[src/rtl/knn_vote_if.sv]
// -----------------------------------------------------------------------------
// knn_vote_if
//   Bundles the request/result signals between a k-NN neighbour-list producer
//   (or software driver) and the knn_vote majority-vote block.
//
//   Signals
//     start          request a vote (only honoured while the voter is idle)
//     neighbour_info packed labels, slot i = [i*LABEL +: LABEL], slot 0 nearest
//     n_valid        number of filled slots counted from slot 0
//     busy           voter is not idle
//     done           one-cycle pulse, class_out/vote_count valid
//     class_out      winning label
//     vote_count     occurrences of the winning label among the valid slots
//
//   Modports
//     master : drives the request, observes the result
//     slave  : the voter itself
// -----------------------------------------------------------------------------
interface knn_vote_if #(
  parameter int LABEL       = 8,
  parameter int N_NEIGHBOUR = 10,
  parameter int CNT_W       = $clog2(N_NEIGHBOUR + 1)
);
  logic                         start;
  logic [LABEL*N_NEIGHBOUR-1:0] neighbour_info;
  logic [CNT_W-1:0]             n_valid;
  logic                         busy;
  logic                         done;
  logic [LABEL-1:0]             class_out;
  logic [CNT_W-1:0]             vote_count;

  modport master (
    output start, neighbour_info, n_valid,
    input  busy, done, class_out, vote_count
  );

  modport slave (
    input  start, neighbour_info, n_valid,
    output busy, done, class_out, vote_count
  );
endinterface

[src/rtl/knn_vote.sv]
// -----------------------------------------------------------------------------
// knn_vote
//   Majority vote over the k-nearest-neighbour label list. On start (while
//   idle) the label list and the clamped fill count are snapshotted; the block
//   then visits one slot per cycle, counts how many valid slots carry the same
//   label, and keeps the first label reaching the highest count (ties therefore
//   go to the nearer neighbour). The result is registered on entry to DONE and
//   flagged by a one-cycle done pulse; it holds until the next vote or reset.
//
//   Ports
//     clk  : clock, rising edge
//     rst  : asynchronous reset, active low
//     bus  : knn_vote_if.slave (start, neighbour_info, n_valid in;
//            busy, done, class_out, vote_count out)
//
//   Latency: done arrives n+1 cycles after the start cycle, n = min(n_valid, k).
// -----------------------------------------------------------------------------
module knn_vote #(
  parameter int LABEL       = 8,
  parameter int N_NEIGHBOUR = 10,
  parameter int CNT_W       = $clog2(N_NEIGHBOUR + 1)
) (
  input  logic       clk,
  input  logic       rst,
  knn_vote_if.slave  bus
);

  typedef enum logic [1:0] {
    IDLE  = 2'd0,
    COUNT = 2'd1,
    DONE  = 2'd2
  } state_t;

  state_t state, state_nxt;

  // Snapshot of the request, frozen for the whole vote
  logic [LABEL-1:0] snap [N_NEIGHBOUR];
  logic [CNT_W-1:0] n_reg;

  // Scan position and running best
  logic [CNT_W-1:0] idx;
  logic [CNT_W-1:0] best_cnt;
  logic [LABEL-1:0] best_lbl;

  // Registered result
  logic [LABEL-1:0] class_q;
  logic [CNT_W-1:0] vote_q;

  // Combinational helpers
  logic [CNT_W-1:0] n_in;
  logic [LABEL-1:0] cur_lbl;
  logic [CNT_W-1:0] match_cnt;
  logic [CNT_W-1:0] best_cnt_nxt;
  logic [LABEL-1:0] best_lbl_nxt;
  logic             last_slot;

  // Saturate the requested fill count at the list length.
  function automatic logic [CNT_W-1:0] clamp_n(input logic [CNT_W-1:0] v);
    if (v > CNT_W'(N_NEIGHBOUR)) begin
      return CNT_W'(N_NEIGHBOUR);
    end
    return v;
  endfunction

  assign n_in      = clamp_n(bus.n_valid);
  assign last_slot = (idx == n_reg - CNT_W'(1));

  // Slot under examination; an explicit mux keeps the select inside the array
  // even though idx is wider than needed to address N_NEIGHBOUR entries.
  always_comb begin
    cur_lbl = '0;
    for (int j = 0; j < N_NEIGHBOUR; j++) begin
      if (idx == CNT_W'(j)) begin
        cur_lbl = snap[j];
      end
    end
  end

  // N_NEIGHBOUR parallel equality comparators, masked to the valid slots.
  always_comb begin
    match_cnt = '0;
    for (int j = 0; j < N_NEIGHBOUR; j++) begin
      if ((CNT_W'(j) < n_reg) && (snap[j] == cur_lbl)) begin
        match_cnt = match_cnt + CNT_W'(1);
      end
    end
  end

  // Strictly-greater update: an equal count never displaces an earlier slot,
  // which is what makes ties resolve toward the nearest neighbour.
  always_comb begin
    best_cnt_nxt = best_cnt;
    best_lbl_nxt = best_lbl;
    if (match_cnt > best_cnt) begin
      best_cnt_nxt = match_cnt;
      best_lbl_nxt = cur_lbl;
    end
  end

  // State register
  always_ff @(posedge clk or negedge rst) begin
    if (!rst) begin
      state <= IDLE;
    end else begin
      state <= state_nxt;
    end
  end

  // Next-state logic
  always_comb begin
    state_nxt = state;
    unique case (state)
      IDLE: begin
        if (bus.start) begin
          state_nxt = (n_in != '0) ? COUNT : DONE;
        end
      end
      COUNT: begin
        if (last_slot) begin
          state_nxt = DONE;
        end
      end
      DONE: begin
        state_nxt = IDLE;
      end
      default: begin
        state_nxt = IDLE;
      end
    endcase
  end

  // Datapath: snapshot, scan and result registers
  always_ff @(posedge clk or negedge rst) begin
    if (!rst) begin
      for (int j = 0; j < N_NEIGHBOUR; j++) begin
        snap[j] <= '0;
      end
      n_reg    <= '0;
      idx      <= '0;
      best_cnt <= '0;
      best_lbl <= '0;
      class_q  <= '0;
      vote_q   <= '0;
    end else begin
      unique case (state)
        IDLE: begin
          if (bus.start) begin
            for (int j = 0; j < N_NEIGHBOUR; j++) begin
              snap[j] <= bus.neighbour_info[j*LABEL +: LABEL];
            end
            n_reg    <= n_in;
            idx      <= '0;
            best_cnt <= '0;
            best_lbl <= '0;
            // Empty list goes straight to DONE with a zero result.
            if (n_in == '0) begin
              class_q <= '0;
              vote_q  <= '0;
            end
          end
        end
        COUNT: begin
          idx      <= idx + CNT_W'(1);
          best_cnt <= best_cnt_nxt;
          best_lbl <= best_lbl_nxt;
          // Load the result from the updated best so the final slot counts.
          if (last_slot) begin
            class_q <= best_lbl_nxt;
            vote_q  <= best_cnt_nxt;
          end
        end
        default: begin
        end
      endcase
    end
  end

  assign bus.busy       = (state != IDLE);
  assign bus.done       = (state == DONE);
  assign bus.class_out  = class_q;
  assign bus.vote_count = vote_q;

endmodule
[src/flat_wrapper.sv]
// flat-port wrapper written by rule: the top's interface ports become plain ports
module knn_vote_flat 
#(
  parameter int LABEL       = 8,
  parameter int N_NEIGHBOUR = 10,
  parameter int CNT_W       = $clog2(N_NEIGHBOUR + 1)
)
  (clk, rst, bus_start, bus_neighbour_info, bus_n_valid, bus_busy, bus_done, bus_class_out, bus_vote_count);
  knn_vote_if #(.LABEL(LABEL), .N_NEIGHBOUR(N_NEIGHBOUR), .CNT_W(CNT_W)) bus_i ();
  input  logic clk;
  input  logic rst;
  input wire logic [$bits(bus_i.start)-1:0] bus_start;
  input wire logic [$bits(bus_i.neighbour_info)-1:0] bus_neighbour_info;
  input wire logic [$bits(bus_i.n_valid)-1:0] bus_n_valid;
  output wire logic [$bits(bus_i.busy)-1:0] bus_busy;
  output wire logic [$bits(bus_i.done)-1:0] bus_done;
  output wire logic [$bits(bus_i.class_out)-1:0] bus_class_out;
  output wire logic [$bits(bus_i.vote_count)-1:0] bus_vote_count;
  assign bus_i.start = bus_start;
  assign bus_i.neighbour_info = bus_neighbour_info;
  assign bus_i.n_valid = bus_n_valid;
  assign bus_busy = bus_i.busy;
  assign bus_done = bus_i.done;
  assign bus_class_out = bus_i.class_out;
  assign bus_vote_count = bus_i.vote_count;
  knn_vote #(.LABEL(LABEL), .N_NEIGHBOUR(N_NEIGHBOUR), .CNT_W(CNT_W)) u_core (.clk(clk), .rst(rst), .bus(bus_i));
endmodule
[config.mk]
export PLATFORM = sky130hd
export DESIGN_NAME = knn_vote_flat
export DESIGN_NICKNAME = d
export VERILOG_FILES = /design/src/rtl/knn_vote_if.sv /design/src/rtl/knn_vote.sv /design/src/flat_wrapper.sv
export SDC_FILE = /design/constraint.sdc
export NUM_CORES = 1
export LEC_CHECK = 0
export BUFFER_PORTS_ARGS = -buffer_cell sky130_fd_sc_hd__buf_2
export CORE_AREA = 2 2 124 126
export DETAILED_ROUTE_END_ITERATION = 7
export DIE_AREA = 0 0 126 128
export PLACE_DENSITY = 0.84
export SYNTH_ARGS = -nofsm -noshare
export SYNTH_HDL_FRONTEND = slang
export SYNTH_SLANG_ARGS = --single-unit
export TNS_END_PERCENT = 10
[constraint.sdc]
create_clock -name clk -period 10.04 [get_ports clk]
set_input_delay 0 -clock clk [delete_from_list [all_inputs] [get_ports clk]]
set_output_delay 0 -clock clk [all_outputs]
set_load 0.005 [all_outputs]
---- Word level (Yosys, flattened, before mapping) ----
Cells that the tools add are included.
storage, ports and cells
  word-level logic and storage cells ...... 127
  memories ................................ 0
  latch bits .............................. 0
  output and inout port bits .............. 14
  register bits ........................... 114
  bits in read-only memories .............. 0
  RAM bits ................................ 0
operators by class
  div/mod/pow operators ................... 0
  bitwise operators ....................... 0
  shifts and indexed selects .............. 0
  mux-type cells .......................... 42
  $mul .................................... 0
  reductions and logical operators ........ 20
  $lt $le $gt $ge ......................... 12
  equality and inequality tests ........... 25
  add/sub/neg operators ................... 11
operators with widths
  operator               number
  $mux W8                15
  $eq A8 B8 Y1           10
  $mux W4                16
  $add A4 B1 Y4 const B  9
  $pmux W8 S2            2
  $pmux W4 S2            3
  $eq A4 B3 Y1 const B   4
  $lt A3 B4 Y1 const A   4
  $logic_and A1 B1 Y1    10
  $eq A4 B2 Y1 const B   2
  $eq A4 B4 Y1 const B   2
  $logic_not A4 Y1       2
  $lt A1 B4 Y1 const A   2
  $lt A2 B4 Y1 const A   2
  $lt A4 B4 Y1 const A   2
  $mux W2                3
  $reduce_and A2 Y1      3
  $eq A4 B1 Y1 const B   1
  $eq A4 B4 Y1           1
  $gt A4 B4 Y1           1
  $gt A4 B4 Y1 const B   1
  $ne A2 B1 Y1 const B   2
  $pmux W2 S2            1
  $reduce_and A4 Y1      1
  other kinds (9)        11

---- Longest topological paths before layout ----
Gate-level depths: netlist (run 1).
  word-level depth ........................ 36
  gate-level depth with buffers ........... 48

---- Worst setup path after synthesis (run 1) ----
No wires, ideal clock.
  path kind ............................... reg2reg
  start ................................... reg u_core.idx[0]
  end ..................................... reg u_core.class_q[5], in the netlist u_core.bus.class_out[5]
  buffers on the path ..................... 5
  arrival ................................. 8.319 ns
  data required time ...................... 9.909 ns
  stages on the path, launching flop included .. 45
  clock period less this slack ............ 8.450 ns
  slack ................................... 1.590 ns
  cell sequence ........................... dfrtp_1 -> inv_1 -> ha_1 -> buf_2 -> buf_4 -> and3b_1 -> and4_1 -> a211oi_2 -> a21o_1 -> clkbuf_1 -> xnor2_1 -> nor4_1 -> ha_1 -> a21boi_2 -> nor2_1 -> inv_1 -> ha_1 -> xor2_1 -> [9 not listed] -> ha_1 -> xnor2_1 -> a221oi_2 -> inv_1 -> ha_1 -> nor2_1 -> a21oi_1 -> ha_1 -> nor2b_1 -> o21ai_0 -> nand2b_1 -> a21oi_1 -> a41o_1 -> clkbuf_1 -> clkbuf_1 -> nor2_1 -> a21oi_1 -> o21ai_0
between the ends
  cells in the longest elaborated chain, start to end .. 36
ends and longest elaborated chain
  what                      RTL line         text
  start: declaration        knn_vote.sv:41   logic [CNT_W-1:0] idx;
  start signal: assignment  knn_vote.sv:163  idx <= idx + CNT_W'(1);
  $logic_not A4 Y1          knn_vote.sv:73   if (idx == CNT_W'(j)) begin
  $mux W8 (10 in series)    knn_vote.sv:73
  $eq A8 B8 Y1              knn_vote.sv:83   if ((CNT_W'(j) < n_reg) && (snap[j] == cur_lbl)) begin
  $logic_and A1 B1 Y1       knn_vote.sv:83
  $mux W1                   knn_vote.sv:83
  $add A1 B1 Y2             knn_vote.sv:84   match_cnt = match_cnt + CNT_W'(1);
  $mux W4                   knn_vote.sv:83
  $add A4 B1 Y4             knn_vote.sv:84
  [11 not listed]           -
  $add A4 B1 Y4             knn_vote.sv:84
  $mux W4                   knn_vote.sv:83
  $add A4 B1 Y4             knn_vote.sv:84
  $mux W4                   knn_vote.sv:83
  $gt A4 B4 Y1              knn_vote.sv:94   if (match_cnt > best_cnt) begin
  $mux W8                   knn_vote.sv:94
  $mux W8                   knn_vote.sv:167  if (last_slot) begin
  $pmux W8 S2               knn_vote.sv:145  unique case (state)
  end signal: assignment    knn_vote.sv:168  class_q <= best_lbl_nxt;
  end: declaration          knn_vote.sv:46   logic [LABEL-1:0] class_q;
Several ways; a longest one is shown, not always the timed one. The select of a mux whose other input is x is not followed.
A chain may end at the register's enable or synchronous reset.

---- Worst setup path after layout (run 1) ----
  start ................................... reg u_core.idx[1]
  end ..................................... reg u_core.class_q[7], in the netlist u_core.bus.class_out[7]
Same word-level chain as after synthesis.

==> reports/summary.txt, run 1 <==
Psw = 2000 uW
CP peak stage delay = 0.46 ns
Worst-margin pin slew = 1.04 ns
Pre-antenna DRT Iters = 6
Critical path capture point type = register
Post-DP HPWL = 22700 um
Clock share of power = 15.5%
Max-Cap Viols = 0
Clk slew on worst S/H paths = 0.06 ns
I/O pins = 101
R2r setup slk = 0.60 ns
CTS Buffer Depth = 2
Top post-synthesis cells by count = nand2_1, dfrtp_1, o21ai_0
Count leader, synth = nand2_1
Netlist cell types = 96
Sequential power share = 26.1%
Row Count = 45
Die X = 126 um
DR vias = 9188
Internal power = 1870 uW
Synth top area cells = dfrtp_1, nand2_1, xnor2_1, o21ai_0, ha_1
Worst-Skew Late Latency = 0.42 ns
Final Cycle Share = 94.0%
CTS tree = built
Min Tclk post-route = 9.44 ns
NumNets Final = 1356
RSZ-0062 raised after global routing = no
Crit path max fanout = 18
Mapped Nets = 1187
CP startpoint kind = register
Hold Fails Final Rpt = 0
Starting Density = 58.2%
Syn_area_per_cell = 8.01 sq um
First-pass GRT wire length = 50900 um
Critical path required time = 10.34 ns
Global Route Usage Sum = 41.1%
Via density = 6.34
Initial DRC Count = 1141
Sw Share = 51.7%
Share of post-route cells with drive strength above 1 = 16.3%
Status = finished clean
CORE AREA = 0.0149 sq mm
Setup TNS Final = 0 ns
Register area share after synthesis = 33.0%
Initial antenna violation count = 0
Arr. time, crit path = 9.74 ns
PortBufs = 100
Synth warn = 0
Clock Root Buffer = clkbuf_16
Largest net degree at the start of global routing = 84
Post-synthesis sequential element count = 114
Hold Path Class = input port to asynchronous set/reset pin
ANT cells = 0
Pwr Density = 361 mW/mm^2
Die height = 128 um
Fin. max-slew vios = 0
Top cell type by total area after synthesis = dfrtp_1
Routed WL = 32800 um
Worst ir drop on vdd = 0.206 mV
Routed WL per cell = 22.6 um
Layout Cells excl Fill = 1449
Num CTS Buffers = 17
Max frequency = 106 MHz
Top-area cell type share of the netlist area = 33.0%
DR DRC count = 0
Routability cong. = 1.08
Most used cell, CP = ha_1
P_leak = 0.00500 uW
Final setup viols = 0
Inst Count DP = 1331
Synth-to-layout area growth = 24.0%
Synthesized instance count = 1079
Die area = 0.0161 sq mm
Total setup buffers inserted after CTS = 0
Number of flops mapped to enable cells by yosys = 0
Most used DFF post-synth = dfrtp_1
Overflow after GRT = 0
Layout Skew = 0.00702 ns
H-Tree Depth = 4
Post-synthesis async set-or-reset flop share = 100%
Logic gate share of total power = 58.5%
Detail Route Antenna Nets = 0
Cell Area, Synth = 0.00865 sq mm
Most flops, register = u_core.snap
Clock Sinks = 114
Setup CP Type = register to register
Max reg flops = 80
Relative slew slack = 30.6%
CP max stage cell = dfrtp_1
Vias in the first global route = 9203
## worst paths after layout
check | start | end | cells after the start
min in group clk | bus_start | u_core.snap[30]$_DFFE_PN0P_ | 4
worst max-delay path | u_core.idx[1]$_DFFE_PN0P_ | u_core.bus.class_out[7]$_DFFE_PN0P_ | 42
worst min-delay path | rst | u_core.snap[12]$_DFFE_PN0P_ | 2
worst min register to register | u_core.bus.class_out[4]$_DFFE_PN0P_ | u_core.bus.class_out[4]$_DFFE_PN0P_ | 2
worst max register to register | u_core.idx[1]$_DFFE_PN0P_ | u_core.bus.class_out[7]$_DFFE_PN0P_ | 42
max in group asynchronous | rst | u_core.best_lbl[2]$_DFFE_PN0P_ | 3
## routing by layer
| metal | up-vias | wire length, um | track usage, % |
|---|---|---|---|
| met5 | - | 0 | 0 |
| met4 | 0 | 1750 | 19.8 |
| met3 | 142 | 3410 | 10.4 |
| met2 | 571 | 15000 | 66.1 |
| met1 | 4349 | 12600 | 52.2 |
| li1 | 4126 | - | - |
## final cells by class
cell class | instances | area [sq um]
timing repair buffer | 214 | 1570
fill | 1150 | 4140
clock inverter | 15 | 150
multi-input combinational | 857 | 5320
clock buffer | 17 | 425
inverter | 44 | 165
tap | 188 | 235
sequential | 114 | 2850
## critical path, delay by kind of cell (launching register included)
| family | cells | cell delay [ns] |
|---|---|---|
| DFF | 1 | 0.46 |
| xor gates and xnor gates | 6 | 0.90 |
| muxes | 1 | 0.22 |
| AOI/OAI and AO/OA | 14 | 3.20 |
| and+or+nand+nor | 7 | 1.24 |
| adders and majority gates | 7 | 2.25 |
| buffers and inverters | 7 | 1.03 |
## kinds of logic after synthesis
kind of cell	Yosys count	synth area share, %
simple gates	489	26.9
compound gates	256	20.8
flops	114	33.0
buf+inv	108	5.70
xor+xnor	78	8.89
fa+ha+maj	21	3.04
mux	13	1.62
## cells in the final DEF (no fill, tap or decap), types with 11 or more instances in the layout
| cell type | instances |
|---|---|
| inv_1 | 44 |
| o21ai_0 | 66 |
| nor4_1 | 11 |
| nor2_1 | 45 |
| nand3_1 | 30 |
| o221ai_1 | 11 |
| nand2b_1 | 12 |
| nor3_1 | 16 |
| a21oi_1 | 49 |
| xnor2_1 | 51 |
| nand4_1 | 12 |
| buf_2 | 99 |
| dfrtp_1 | 114 |
| dlygate4sd3_1 | 86 |
| ha_1 | 18 |
| xor2_1 | 21 |
| nand3b_1 | 18 |
| nor2b_1 | 20 |
| buf_4 | 29 |
| clkbuf_16 | 17 |
| nand2_1 | 276 |
## power groups by stage
| stage | clock (uW) | combinational (uW) | sequential [uW] |
|---|---|---|---|
| 2_1_floorplan | 0 | 1580 | 813 |
| 5_1_grt | 618 | 2420 | 1010 |
| 6_report | 598 | 2260 | 1010 |
| 3_5_place_dp | 0 | 2130 | 976 |
| 3_3_place_gp | 0 | 2100 | 982 |
| 4_1_cts | 599 | 2170 | 972 |
## stage by stage
stage / hold slack (ns) / area (sq um) / worst slack (ns) / total power, uW / util (%)
2_1_floorplan: -0.296 / 8650 / 1.59 / 2400 / -
3_3_place_gp: 0.0310 / 9280 / 0.818 / 3090 / 62.4
3_5_place_dp: 0.0357 / 9280 / 0.510 / 3110 / 62.4
4_1_cts: 0.132 / 10700 / 0.460 / 3750 / 72.1
5_1_grt: 0.177 / 10700 / 0.00967 / 4050 / 72.1
6_report: 0.122 / 10700 / 0.599 / 3870 / 72.1
## repair_timing
action,4_1_cts,5_1_grt
resized for setup,0,4
hold buffers,86,0
hold endpoints to repair,130,0
setup endpoints to repair,0,24
Power figures use the tool's default switching activity.
==> inputs of run 2 (changes only) <==
CORE_AREA = 2 2 119 121   (was 2 2 124 126)
DIE_AREA = 0 0 121 123   (was 0 0 126 128)
PLACE_DENSITY = 0.9   (was 0.84)
clock period = 12.11 ns   (was 10.04 ns; I/O delays follow)
==> reports/summary.txt, run 2 (synthesis results as in run 1) <==
CTS tree = built
Clock Root Buffer = clkbuf_16
Max frequency = 97.8 MHz
CP peak stage delay = 0.57 ns
Die height = 123 um
GR Layer Usage met3 = 12.7%
H-Tree Depth = 4
Post-DP HPWL = 21000 um
Pre-antenna DRT Iters = 8
ANT cells = 0
Max reg flops = 80
Arr. time, crit path = 10.57 ns
Starting Density = 63.5%
Die area = 0.0149 sq mm
Hold Path Class = input port to asynchronous set/reset pin
CORE AREA = 0.0136 sq mm
Synth-to-layout area growth = 22.9%
CP max stage cell = a41o_1
Relative slew slack = 28.2%
Most Crowded Layer GR = met2
Routed WL per cell = 22.4 um
Fin. max-slew vios = 0
Critical path capture point type = register
Final Core Density = 78.0%
Via density = 6.54
Most common cell after layout, fill and taps aside = nand2_1
Row Count = 43
Share of post-route cells with drive strength above 1 = 15.3%
Routability cong. = 1.11
Global Route Usage Sum = 43.7%
Largest net degree at the start of global routing = 102
I/O pins = 101
Inst Count DP = 1312
Vias in the first global route = 9159
CTS Buffer Depth = 2
Met1 GRT Util = 53.5%
PortBufs = 100
Setup CP Type = register to register
Worst-margin pin slew = 1.08 ns
NumNets Final = 1346
Worst ir drop on vdd = 0.163 mV
RSZ-0062 raised after global routing = no
Status = finished clean
Total setup buffers inserted after CTS = 0
Initial antenna violation count = 0
Max-Cap Viols = 0
Layout Skew = 0.0111 ns
Commonest non-fill, non-tap cells in the layout = nand2_1, dfrtp_1, buf_2
Hold Fails Final Rpt = 0
Detail Route Antenna Nets = 0
R2R cell count = 41
DR DRC count = 0
First-pass GRT wire length = 49400 um
Crit path max fanout = 27
Setup TNS Final = 0 ns
Initial DRC Count = 1400
DR vias = 9357
Power Total = 3140 uW
Final setup viols = 0
Layout Cells excl Fill = 1431
Routed WL = 32000 um
Overflow after GRT = 0
Most flops, register = u_core.snap
P_leak = 0.00495 uW
Pre-CTS setup slack = 2.19 ns
Final worst slack = 1.89 ns
Worst-Skew Late Latency = 0.43 ns
Num CTS Buffers = 17
Min Tclk post-route = 10.22 ns
Most used cell, CP = ha_1
Fill cells = 902
Pwr Density = 295 mW/mm^2
Clock Sinks = 114
Die X = 121 um
Met2 usage = 70.0%
Final Cycle Share = 84.4%
CP startpoint kind = register
Critical path required time = 12.45 ns
Clk slew on worst S/H paths = 0.06 ns
[run 2: cell count changes in the layout (fill, tap and decap cells not counted), sizes merged]
cell,previous run,this run
buf,128,117
clkbuf,17,18
inv,50,48
clkinvlp,2,3
dlygate4sd3,86,87
[run 2: through the flow]
step / hold slack, ns / area (sq um)
global route: 0.110 / 10600
floorplan: -0.296 / 8650
CTS: 0.0757 / 10600
detailed placement: -0.0150 / 9180
finish: 0.0726 / 10600
global placement: -0.0196 / 9180
[run 2: worst paths after layout]
kind / startpoint / to / slack [ns]
worst max-delay path: u_core.idx[1]$_DFFE_PN0P_ / u_core.best_lbl[3]$_DFFE_PN0P_ / 1.89
worst min register to register: u_core.bus.class_out[3]$_DFFE_PN0P_ / u_core.bus.class_out[3]$_DFFE_PN0P_ / 0.48
max in group asynchronous: rst / u_core.bus.class_out[3]$_DFFE_PN0P_ / 10.65
min in group clk: bus_neighbour_info[56] / u_core.snap[16]$_DFFE_PN0P_ / 0.31
worst min-delay path: rst / u_core.snap[14]$_DFFE_PN0P_ / 0.07
worst max register to register: u_core.idx[1]$_DFFE_PN0P_ / u_core.best_lbl[3]$_DFFE_PN0P_ / 1.89
[run 2: repair_timing]
action                                  CTS  global route
endpoints found under the setup margin    0             0
hold buffers                             87             0
resized for setup                         0             0
endpoints found under the hold margin   120             0
[run 2: cell type report]
cell class | count | area [sq um] | area share (%)
Clock buffer | 18 | 439 | 4.13
Clock inverter | 14 | 129 | 1.21
Inverter | 44 | 165 | 1.55
Multi-Input combinational cell | 857 | 5310 | 50.0
Sequential cell | 114 | 2850 | 26.9
Tap cell | 180 | 225 | 2.12
Timing Repair Buffer | 204 | 1500 | 14.1
[run 2: worst max-delay path: cells and delay by family (launching register included)]
family,cells,cell delay (ns)
xor gates and xnor gates,6,0.98
buffers and inverters,5,0.78
adders and majority gates,7,2.43
AOI/OAI and AO/OA,15,3.82
and+or+nand+nor,8,1.69
DFF,1,0.45
[run 2: per-layer routing]
layer	wire (um)	vias to the layer above
met1	11500	4350
met4	2050	0
li1	-	4112
met3	3800	203
met2	14600	692
met5	0	-
[run 2: power breakdown]
group | switching (uW) | leakage, uW | total [uW] | internal [uW]
Clock | 195 | 0.000273 | 484 | 289
Combinational | 1130 | 0.00322 | 1820 | 689
Sequential | 292 | 0.00145 | 832 | 540
Total | 1620 | 0.00495 | 3140 | 1520
